<file path="config.mk">
export PLATFORM = sky130hd
export DESIGN_NAME = store_drain_buffer_flat
export DESIGN_NICKNAME = d
export VERILOG_FILES = /design/src/rtl/store_drain_buffer_if.sv /design/src/rtl/store_drain_buffer.sv /design/src/flat_wrapper.sv
export SDC_FILE = /design/constraint.sdc
export NUM_CORES = 2
export LEC_CHECK = 0
export CAP_MARGIN = 10
export CORE_MARGIN = 2
export CORE_UTILIZATION = 36
export DETAILED_ROUTE_END_ITERATION = 10
export SETUP_SLACK_MARGIN = 0.05
export SLEW_MARGIN = 20
export SYNTH_ARGS = -nofsm -noshare
export SYNTH_HDL_FRONTEND = slang
export SYNTH_SLANG_ARGS = --single-unit
</file>
<file path="constraint.sdc">
create_clock -name clk -period 11.8 [get_ports clk]
set_input_delay 2.95 -clock clk [delete_from_list [all_inputs] [get_ports clk]]
set_output_delay 2.95 -clock clk [all_outputs]
set_load 0.1 [all_outputs]
</file>
<file path="src/rtl/store_drain_buffer_if.sv">
// Store / load / memory-port bundle of the committed-store drain buffer.
// The slave modport is the buffer's own view; the master modport is the
// view of whatever surrounds it (pipeline plus data memory).
interface store_drain_buffer_if #(
    parameter int ADDR_WIDTH = 32,
    parameter int DATA_WIDTH = 32
);
    logic                  st_valid;
    logic                  st_ready;
    logic [ADDR_WIDTH-1:0] st_addr;
    logic [DATA_WIDTH-1:0] st_data;

    logic                  ld_req_valid;
    logic                  ld_req_ready;
    logic [ADDR_WIDTH-1:0] ld_addr;
    logic                  ld_resp_valid;
    logic [DATA_WIDTH-1:0] ld_resp_data;
    logic                  ld_resp_fwd;

    logic                  sb_empty;

    logic                  mem_write_en;
    logic [ADDR_WIDTH-1:0] waddr;
    logic [DATA_WIDTH-1:0] wdata;
    logic                  mem_rd_en;
    logic [ADDR_WIDTH-1:0] raddr;
    logic [DATA_WIDTH-1:0] rdata;
    logic                  rdata_valid;

    modport slave (
        input  st_valid, st_addr, st_data, ld_req_valid, ld_addr, rdata, rdata_valid,
        output st_ready, ld_req_ready, ld_resp_valid, ld_resp_data, ld_resp_fwd,
               sb_empty, mem_write_en, waddr, wdata, mem_rd_en, raddr
    );

    modport master (
        output st_valid, st_addr, st_data, ld_req_valid, ld_addr, rdata, rdata_valid,
        input  st_ready, ld_req_ready, ld_resp_valid, ld_resp_data, ld_resp_fwd,
               sb_empty, mem_write_en, waddr, wdata, mem_rd_en, raddr
    );
endinterface

</file>
<file path="src/rtl/store_drain_buffer.sv">
// Committed-store FIFO in front of the data-memory port. Stores drain one
// per cycle from the head; loads are forwarded from the youngest matching
// buffered store or, on a miss, read from memory with draining frozen until
// the read data returns so memory cannot change under the outstanding read.
module store_drain_buffer #(
    parameter int DEPTH      = 8,
    parameter int ADDR_WIDTH = 32,
    parameter int DATA_WIDTH = 32
) (
    input  logic clk,
    input  logic rst,
    store_drain_buffer_if.slave bus
);
    localparam int PTR_W = $clog2(DEPTH);
    localparam int CNT_W = PTR_W + 1;
    localparam logic [CNT_W-1:0] DEPTH_C = CNT_W'(DEPTH);

    typedef enum logic [1:0] {
        LD_IDLE  = 2'd0,
        LD_ISSUE = 2'd1,
        LD_WAIT  = 2'd2,
        LD_RESP  = 2'd3
    } ld_state_t;

    logic [ADDR_WIDTH-1:0] addr_mem_r [DEPTH];
    logic [DATA_WIDTH-1:0] data_mem_r [DEPTH];
    logic [PTR_W-1:0]      head_r;
    logic [PTR_W-1:0]      tail_r;
    logic [CNT_W-1:0]      count_r;

    ld_state_t             state_r;
    logic                  ld_req_ready_r;
    logic                  mem_rd_en_r;
    logic [ADDR_WIDTH-1:0] raddr_r;
    logic                  ld_resp_valid_r;
    logic [DATA_WIDTH-1:0] ld_resp_data_r;
    logic                  ld_resp_fwd_r;

    logic                  enq_s;
    logic                  deq_s;
    logic                  drain_ok_s;
    logic                  fwd_hit_s;
    logic [DATA_WIDTH-1:0] fwd_data_s;

    // Handshake and drain qualification; draining pauses while a memory read is in flight.
    always_comb begin
        drain_ok_s = (state_r != LD_ISSUE) && (state_r != LD_WAIT);
        enq_s      = bus.st_valid && (count_r != DEPTH_C);
        deq_s      = (count_r != {CNT_W{1'b0}}) && drain_ok_s;
    end

    // Forwarding search: walk oldest to youngest so the youngest match wins, incoming store last.
    always_comb begin
        logic [PTR_W-1:0] idx_v;
        logic             match_v;
        fwd_hit_s  = 1'b0;
        fwd_data_s = {DATA_WIDTH{1'b0}};
        idx_v      = head_r;
        match_v    = 1'b0;
        for (int i = 0; i < DEPTH; i++) begin
            idx_v      = head_r + PTR_W'(i);
            match_v    = (CNT_W'(i) < count_r) &&
                         (addr_mem_r[idx_v][ADDR_WIDTH-1:2] == bus.ld_addr[ADDR_WIDTH-1:2]);
            fwd_hit_s  = fwd_hit_s | match_v;
            fwd_data_s = match_v ? data_mem_r[idx_v] : fwd_data_s;
        end
        match_v    = enq_s && (bus.st_addr[ADDR_WIDTH-1:2] == bus.ld_addr[ADDR_WIDTH-1:2]);
        fwd_hit_s  = fwd_hit_s | match_v;
        fwd_data_s = match_v ? bus.st_data : fwd_data_s;
    end

    // Entry storage: written at the tail on every accepted store.
    always_ff @(posedge clk) begin
        if (rst && enq_s) begin
            addr_mem_r[tail_r] <= bus.st_addr;
            data_mem_r[tail_r] <= bus.st_data;
        end
    end

    // FIFO pointers and occupancy; a simultaneous push and pop leaves the count unchanged.
    always_ff @(posedge clk) begin
        if (!rst) begin
            head_r  <= {PTR_W{1'b0}};
            tail_r  <= {PTR_W{1'b0}};
            count_r <= {CNT_W{1'b0}};
        end else begin
            if (enq_s) begin
                tail_r <= tail_r + PTR_W'(1);
            end else begin
                tail_r <= tail_r;
            end
            if (deq_s) begin
                head_r <= head_r + PTR_W'(1);
            end else begin
                head_r <= head_r;
            end
            case ({enq_s, deq_s})
                2'b10:   count_r <= count_r + CNT_W'(1);
                2'b01:   count_r <= count_r - CNT_W'(1);
                default: count_r <= count_r;
            endcase
        end
    end

    // Load FSM with registered outputs; pulses are set on entry to ISSUE/RESP and cleared otherwise.
    always_ff @(posedge clk) begin
        if (!rst) begin
            state_r         <= LD_IDLE;
            ld_req_ready_r  <= 1'b1;
            mem_rd_en_r     <= 1'b0;
            raddr_r         <= {ADDR_WIDTH{1'b0}};
            ld_resp_valid_r <= 1'b0;
            ld_resp_data_r  <= {DATA_WIDTH{1'b0}};
            ld_resp_fwd_r   <= 1'b0;
        end else begin
            mem_rd_en_r     <= 1'b0;
            ld_resp_valid_r <= 1'b0;
            ld_resp_data_r  <= {DATA_WIDTH{1'b0}};
            ld_resp_fwd_r   <= 1'b0;
            case (state_r)
                LD_IDLE: begin
                    if (bus.ld_req_valid && fwd_hit_s) begin
                        state_r         <= LD_RESP;
                        ld_req_ready_r  <= 1'b0;
                        ld_resp_valid_r <= 1'b1;
                        ld_resp_data_r  <= fwd_data_s;
                        ld_resp_fwd_r   <= 1'b1;
                    end else if (bus.ld_req_valid) begin
                        state_r        <= LD_ISSUE;
                        ld_req_ready_r <= 1'b0;
                        mem_rd_en_r    <= 1'b1;
                        raddr_r        <= bus.ld_addr;
                    end else begin
                        state_r        <= LD_IDLE;
                        ld_req_ready_r <= 1'b1;
                    end
                end
                LD_ISSUE: begin
                    state_r        <= LD_WAIT;
                    ld_req_ready_r <= 1'b0;
                end
                LD_WAIT: begin
                    ld_req_ready_r <= 1'b0;
                    if (bus.rdata_valid) begin
                        state_r         <= LD_RESP;
                        ld_resp_valid_r <= 1'b1;
                        ld_resp_data_r  <= bus.rdata;
                    end else begin
                        state_r <= LD_WAIT;
                    end
                end
                LD_RESP: begin
                    state_r        <= LD_IDLE;
                    ld_req_ready_r <= 1'b1;
                end
                default: begin
                    state_r        <= LD_IDLE;
                    ld_req_ready_r <= 1'b1;
                end
            endcase
        end
    end

    assign bus.st_ready      = (count_r != DEPTH_C);
    assign bus.sb_empty      = (count_r == {CNT_W{1'b0}});
    assign bus.mem_write_en  = deq_s;
    assign bus.waddr         = addr_mem_r[head_r];
    assign bus.wdata         = data_mem_r[head_r];
    assign bus.mem_rd_en     = mem_rd_en_r;
    assign bus.raddr         = raddr_r;
    assign bus.ld_req_ready  = ld_req_ready_r;
    assign bus.ld_resp_valid = ld_resp_valid_r;
    assign bus.ld_resp_data  = ld_resp_data_r;
    assign bus.ld_resp_fwd   = ld_resp_fwd_r;
endmodule

</file>
<file path="src/flat_wrapper.sv">
// flat-port wrapper written by rule: the top's interface ports become plain ports
module store_drain_buffer_flat 
#(
    parameter int DEPTH      = 8,
    parameter int ADDR_WIDTH = 32,
    parameter int DATA_WIDTH = 32
)
  (clk, rst, bus_st_valid, bus_st_addr, bus_st_data, bus_ld_req_valid, bus_ld_addr, bus_rdata, bus_rdata_valid, bus_st_ready, bus_ld_req_ready, bus_ld_resp_valid, bus_ld_resp_data, bus_ld_resp_fwd, bus_sb_empty, bus_mem_write_en, bus_waddr, bus_wdata, bus_mem_rd_en, bus_raddr);
  store_drain_buffer_if #(.ADDR_WIDTH(ADDR_WIDTH), .DATA_WIDTH(DATA_WIDTH)) bus_i ();
  input  logic clk;
  input  logic rst;
  input wire logic [$bits(bus_i.st_valid)-1:0] bus_st_valid;
  input wire logic [$bits(bus_i.st_addr)-1:0] bus_st_addr;
  input wire logic [$bits(bus_i.st_data)-1:0] bus_st_data;
  input wire logic [$bits(bus_i.ld_req_valid)-1:0] bus_ld_req_valid;
  input wire logic [$bits(bus_i.ld_addr)-1:0] bus_ld_addr;
  input wire logic [$bits(bus_i.rdata)-1:0] bus_rdata;
  input wire logic [$bits(bus_i.rdata_valid)-1:0] bus_rdata_valid;
  output wire logic [$bits(bus_i.st_ready)-1:0] bus_st_ready;
  output wire logic [$bits(bus_i.ld_req_ready)-1:0] bus_ld_req_ready;
  output wire logic [$bits(bus_i.ld_resp_valid)-1:0] bus_ld_resp_valid;
  output wire logic [$bits(bus_i.ld_resp_data)-1:0] bus_ld_resp_data;
  output wire logic [$bits(bus_i.ld_resp_fwd)-1:0] bus_ld_resp_fwd;
  output wire logic [$bits(bus_i.sb_empty)-1:0] bus_sb_empty;
  output wire logic [$bits(bus_i.mem_write_en)-1:0] bus_mem_write_en;
  output wire logic [$bits(bus_i.waddr)-1:0] bus_waddr;
  output wire logic [$bits(bus_i.wdata)-1:0] bus_wdata;
  output wire logic [$bits(bus_i.mem_rd_en)-1:0] bus_mem_rd_en;
  output wire logic [$bits(bus_i.raddr)-1:0] bus_raddr;
  assign bus_i.st_valid = bus_st_valid;
  assign bus_i.st_addr = bus_st_addr;
  assign bus_i.st_data = bus_st_data;
  assign bus_i.ld_req_valid = bus_ld_req_valid;
  assign bus_i.ld_addr = bus_ld_addr;
  assign bus_i.rdata = bus_rdata;
  assign bus_i.rdata_valid = bus_rdata_valid;
  assign bus_st_ready = bus_i.st_ready;
  assign bus_ld_req_ready = bus_i.ld_req_ready;
  assign bus_ld_resp_valid = bus_i.ld_resp_valid;
  assign bus_ld_resp_data = bus_i.ld_resp_data;
  assign bus_ld_resp_fwd = bus_i.ld_resp_fwd;
  assign bus_sb_empty = bus_i.sb_empty;
  assign bus_mem_write_en = bus_i.mem_write_en;
  assign bus_waddr = bus_i.waddr;
  assign bus_wdata = bus_i.wdata;
  assign bus_mem_rd_en = bus_i.mem_rd_en;
  assign bus_raddr = bus_i.raddr;
  store_drain_buffer #(.DEPTH(DEPTH), .ADDR_WIDTH(ADDR_WIDTH), .DATA_WIDTH(DATA_WIDTH)) u_core (.clk(clk), .rst(rst), .bus(bus_i));
endmodule
</file>
**Word level (Yosys, flattened, before mapping)**

Memory sizes are Yosys's and may differ from the RTL's. A register that Yosys moved wholly into a read port is not among the register bits.
Index checks and enable logic that the tools add are counted.

- Register bits after elaboration: 80
- RAM bits: 512
- Bits of input ports: 133
- Output and inout port bits: 135
- Word-level logic and storage cells: 110
- Memories kept: 2

Memory list:

| name | depth | bits a word | rd ports | clocked after Yosys merged registers in | wr ports | RTL line | RTL |
|---|---|---|---|---|---|---|---|
| u_core.addr_mem_r | 8 | 32 | 8 | 1 | 1 | store_drain_buffer.sv:25 | `logic [ADDR_WIDTH-1:0] addr_mem_r [DEPTH];` |
| u_core.data_mem_r | 8 | 32 | 8 | 1 | 1 | store_drain_buffer.sv:26 | `logic [DATA_WIDTH-1:0] data_mem_r [DEPTH];` |

- Add/sub/neg operators: 10
- Magnitude comparators: 8
- Equal/unequal tests: 17
- Multiplexer cells: 30
- Bitwise logic cells: 11
- Reductions and logical operators: 22

Operator list:

| operator | number |
|---|---|
| $mux 32 | 11 |
| $eq 30x30->1 | 9 |
| $pmux 32 s2 | 1 |
| $lt 3x4->1 const A | 4 |
| $logic_and 1x1->1 | 14 |
| $add 3x3->3 const B | 4 |
| $mux 3 | 4 |
| $mux 1 | 9 |
| $lt 1x4->1 const A | 2 |
| $lt 2x4->1 const A | 2 |
| $or 1x1->1 | 8 |
| $pmux 2 s4 | 1 |
| $pmux 4 s2 | 1 |
| $add 3x1->3 const B | 2 |
| $add 3x2->3 const B | 2 |
| $eq 2x2->1 const B | 3 |
| $add 4x1->4 const B | 1 |
| $eq 2x1->1 const B | 2 |
| $logic_not 4->1 | 1 |
| $ne 4x4->1 const B | 1 |
| $reduce_bool 4->1 | 1 |
| $sub 4x1->4 const B | 1 |
| $not 1->1 | 3 |
| $pmux 1 s3 | 1 |
| 10 further kinds | 10 |

**Logic depth before layout (Yosys ltp)**

An unclocked memory read counts as a cell.

- Depth in word-level cells: 15
- Mapped depth: 25
- Mapped depth without buffers: 12

**Worst setup path after synthesis**

No wires, ideal clock.

- Path kind: in2reg
- Start point: in bus_st_valid
- End point: mem u_core.addr_mem_r[1][0] (enable)
- Arrival: 9.585 ns
- Data required time: 11.156 ns
- Setup slack: 1.571 ns
- Cell stages on the path: 4
- Buffers on the path: 1
- Path through: and2_1 clkbuf_1 clkinv_1 nor4_1

- Longest elaborated chain between the ends: 4

Ends and longest elaborated chain:

| what | RTL line | RTL |
|---|---|---|
| start, declared | flat_wrapper.sv:12 | `input wire logic [$bits(bus_i.st_valid)-1:0] bus_st_valid;` |
| $logic_and 1x1->1 | store_drain_buffer.sv:48 | `enq_s = bus.st_valid && (count_r != DEPTH_C);` |
| $logic_and 1x1->1 | store_drain_buffer.sv:74 | `if (rst && enq_s) begin` |
| $mux 1 | store_drain_buffer.sv:74 |  |
| $mux 1 (implied by the code) | store_drain_buffer.sv:75 | `addr_mem_r[tail_r] <= bus.st_addr;` |
| end, declared | store_drain_buffer.sv:25 |  |

No other way between the ends.

**Worst setup path in the final report**

- Start point: reg u_core.head_r[1]
- End point: reg u_core.raddr_r[27], in the netlist u_core.bus.raddr[27]

- Longest elaborated chain between the ends: 15

Ends and longest elaborated chain:

| what | RTL line | RTL |
|---|---|---|
| start, declared | store_drain_buffer.sv:27 | `logic [PTR_W-1:0] head_r;` |
| start signal, assigned | store_drain_buffer.sv:83 | `head_r <= {PTR_W{1'b0}};` |
| start signal, assigned | store_drain_buffer.sv:93 | `head_r <= head_r + PTR_W'(1);` |
| start signal, assigned | store_drain_buffer.sv:95 | `head_r <= head_r;` |
| $add 3x1->3 | store_drain_buffer.sv:61 | `idx_v = head_r + PTR_W'(i);` |
| $mem_v2 8x32 * | n/a |  |
| $eq 30x30->1 | store_drain_buffer.sv:63 | `(addr_mem_r[idx_v][ADDR_WIDTH-1:2] == bus.ld_addr[ADDR_WIDTH-1:2]);` |
| $logic_and 1x1->1 | store_drain_buffer.sv:62 | `match_v = (CNT_W'(i) < count_r) &&` |
| $or 1x1->1 (6 in a row) | store_drain_buffer.sv:64 | `fwd_hit_s = fwd_hit_s \| match_v;` |
| $or 1x1->1 * | store_drain_buffer.sv:64 |  |
| $or 1x1->1 * | store_drain_buffer.sv:68 | `fwd_hit_s = fwd_hit_s \| match_v;` |
| $logic_and 1x1->1 * | store_drain_buffer.sv:122 | `if (bus.ld_req_valid && fwd_hit_s) begin` |
| $not 1->1 (no line) * | n/a |  |
| $reduce_and 3->1 (no line) * | n/a |  |
| end signal, assigned | store_drain_buffer.sv:111 | `raddr_r <= {ADDR_WIDTH{1'b0}};` |
| end signal, assigned | store_drain_buffer.sv:132 | `raddr_r <= bus.ld_addr;` |
| end, declared | store_drain_buffer.sv:34 | `logic [ADDR_WIDTH-1:0] raddr_r;` |

Every way passes the cells marked *; elsewhere a longest branch is shown, timed or not.
A chain may end at the register's enable or synchronous reset.

==> impl_metrics.env <==
export IMPL_status="finished clean"
export IMPL_die_area_um2=134500
export IMPL_setup_viol=0
export IMPL_postCtsSetupRepairBufs=0
export IMPL_crit_required_ns=12.32
export IMPL_seq_area_frac_synth=0.3597
export IMPL_whs_ns=0.4930
export IMPL_clk_latency_ns=0.72
export IMPL_clockPowerShare=0.209
export IMPL_fmax_ghz=0.1257
export IMPL_grt_pass1_wl_um=292100
export IMPL_grt_antenna_before_repair=18
export IMPL_stdcell_count=5705
export IMPL_core_area_um2=131000
export IMPL_ant_nets=0
export IMPL_final_cell_mix="mux4_2, edfxtp_1, mux2i_1"
export IMPL_initial_utilization=0.3617
export IMPL_p_comb_frac=0.581
export IMPL_numCtsBuffers=75
export IMPL_drt_drc_violations_left=0
export IMPL_p_sw_mw=5.610
export IMPL_crit_type="flip-flop to flip-flop"
export IMPL_cts_root_buffer="clkbuf_16"
export IMPL_cts_sinks=595
export IMPL_end_kind="flip-flop"
export IMPL_syn_nets=3937
export IMPL_wl_um=209900
export IMPL_ys_warn_count=0
export IMPL_synth_edf_count=512
export IMPL_hold_viol_final=0
export IMPL_die_height_um=366.7
export IMPL_p_total_mw=11.95
export IMPL_fin_util=0.4143
export IMPL_die_w_um=366.7
export IMPL_grtUsageTotal=0.3033
export IMPL_fin_crit_sh=0.6743
export IMPL_nFillCells=12215
export IMPL_period_needed_ns=7.956
export IMPL_skew_ns=0.06415
export IMPL_syn_avg_cell_area_um2=12.48
export IMPL_dp_hpwl_um=143800
export IMPL_gp_congestion=1.072
export IMPL_synthArstFlopShare=0
export IMPL_wl_per_cell_um=36.80
export IMPL_max_slew_margin=0.1654
export IMPL_vias_per_cell=6.961
export IMPL_drt_initial_drc_count=6103
export IMPL_clkSlewWorstSetupHoldPaths_ns=0.06
export IMPL_area_growth_pct=14.55
export IMPL_hold_class="flip-flop to flip-flop"
export IMPL_vdd_drop_max_mv=0.2829
export IMPL_netlist_area_um2=47370
export IMPL_rows=133
export IMPL_crit_arrival_ns=8.47
export IMPL_vias=39711
export IMPL_clockBufferDepth=3
export IMPL_sw_frac_of_total=0.4694
export IMPL_h_tree_depth=3
export IMPL_power_leakage_nw=17.58
export IMPL_ys_flop_type="edfxtp_1"
export IMPL_slew_viol_final=0
export IMPL_io_buffer_count=267
export IMPL_holdBufCountCts=0
export IMPL_syn_inst=3794
export IMPL_yosysUniqueCellTypes=88
export IMPL_io_pins=268
export IMPL_layout_commonest_cell="mux4_2"
export IMPL_start_kind="flip-flop"
export IMPL_dp_cells=5559
export IMPL_worstPathMaxFanout=94
export IMPL_drt_pass1_iterations=6
export IMPL_tns_ns=0
export IMPL_tightestPinTransition_ns=1.248
export IMPL_ys_seq_elements=595
export IMPL_internal_power_mw=6.341
export IMPL_cts_resized=0
export IMPL_power_density_nw_per_um2=220.3
export IMPL_nets=4026
export IMPL_cts_tree="yes"
export IMPL_cap_violations=0
export IMPL_grt_pass1_vias=36764
export IMPL_share_seq_of_total_power=0.210
export IMPL_layout_drive_gt1_share=0.2387
export IMPL_grt_max_degree=138
export IMPL_rsz0062_at_grt="false"
export IMPL_globalRouteOverflowTotal=0
## cells by family (layout without fill, tap and decap cells)
kind of cell | Yosys count | count (layout) | share of synthesized area
other | 0 | 7 | 0
XOR/XNOR | 209 | 209 | 0.03896
multiplexers | 985 | 985 | 0.3606
adder cells (fa/ha/maj) | 10 | 10 | 0.002641
flip-flops | 595 | 595 | 0.3597
buffers and inverters | 412 | 561 | 0.04049
AO/OA/AOI/OAI | 629 | 629 | 0.09707
AND/OR/NAND/NOR | 954 | 954 | 0.1005
## worst paths after layout
| check | cells past startpoint | slack, ns | start | to |
|---|---|---|---|---|
| worst max-delay path | 15 | 3.84 | u_core.head_r[1] | u_core.bus.raddr[27] |
| worst min register to register | 2 | 0.49 | u_core.bus.raddr[28] | u_core.bus.raddr[28] |
| worst max register to register | 15 | 3.84 | u_core.head_r[1] | u_core.bus.raddr[27] |
| worst min-delay path | 2 | 0.49 | u_core.bus.raddr[28] | u_core.bus.raddr[28] |
## layout make-up
cell class / instances / area, um^2 / area share
diodes: 7 / 17.52 / 0.0003228
clock buffers: 88 / 1997 / 0.03680
repair buffers: 367 / 3506 / 0.06461
flip-flops and latches: 595 / 17060 / 0.3144
inverters: 57 / 215.2 / 0.003966
multi-input cells: 2787 / 28630 / 0.5276
well taps: 1755 / 2196 / 0.04047
clock inverters: 49 / 643.1 / 0.01185
## synthesized netlist by cell type (11+ instances only)
library cell  instances  area [um^2]
a2111oi_0            35        306.5
a211oi_1             46        345.3
a21o_1               13        97.59
a21oi_1              58        290.3
a22o_1               31        271.5
a22oi_1              21        157.7
a311oi_1             35        306.5
a31oi_1              50        312.8
and2_1               76        475.5
and3_1               35        219.0
buf_1                29        108.9
buf_2               110        550.5
buf_4                25        187.7
buf_6                15        168.9
clkbuf_1            174        653.1
dfxtp_1              83         1662
edfxtp_1            512        15370
inv_1                48        180.2
mux2_2               53        596.8
mux2i_1             360         3603
mux4_2              572        12880
nand2_1             324         1216
nand2b_1             25        156.4
nand3_1              68        340.3
nand4_1             101        631.9
nor2_1              141        529.3
nor2b_1              19        118.9
nor3_1               57        285.3
nor4_1               23        143.9
o2111ai_1            14        122.6
o211a_1              30        300.3
o211ai_1             11        82.58
o21ai_0             120        600.6
o21ai_1              30        150.1
o221a_2              34        382.9
o22ai_1              14        87.58
or3_1                29        181.4
xnor2_1             188         1647
xor2_1               19        166.4
## sequential cells by signal, summed over array words and instances, names as in the netlist, 2 cells and up, named ones only
signal	count
u_core.tail_r	3
u_core.data_mem_r	256
u_core.state_r	2
u_core.count_r	4
u_core.addr_mem_r	256
u_core.bus.raddr	32
u_core.bus.ld_resp_data	32
u_core.head_r	3
## power groups by stage
stage	Clock, mW	Combinational [mW]	Sequential, mW
after global routing	2.60	7.11	2.52
after detailed placement	0	6.71	2.56
after global placement	0	6.75	2.55
final	2.50	6.94	2.51
after CTS	2.52	6.75	2.51
after floorplan	0	4.78	2.50
## stage by stage
stage                     worst slack [ns]  cell area [um^2]
final                                3.844             54260
after CTS                            3.993             54190
after global routing                 3.723             54250
after global placement               3.574             51550
after detailed placement             3.519             51550
after floorplan                      1.571             47370
## worst max-delay path, stage by stage (launching register included)
cell and delay [ns]:
dfxtp_4 0.71, clkinv_2 0.82, ha_4 0.90, buf_12 0.47, mux4_2 0.62, xnor2_1 0.77
nand4_1 0.18, o22ai_1 0.28, nand2_1 0.09, or4_2 0.65, buf_4 0.35, o2111ai_1 0.44
or4_2 0.33, buf_4 0.54, mux2i_1 0.25, nor2_1 0.06
## layer usage
metal / wire [um] / part of all wire / GRT usage / vias to the layer above
met2: 92750 / 0.44 / 0.4554 / 3064
li1: - / - / - / 15679
met3: 25590 / 0.12 / 0.07381 / 516
met4: 10720 / 0.051 / 0.1351 / 14
met1: 80800 / 0.38 / 0.4159 / 20438
met5: 90 / 0.00043 / 0 / -
(Power assumes the default switching activity.)
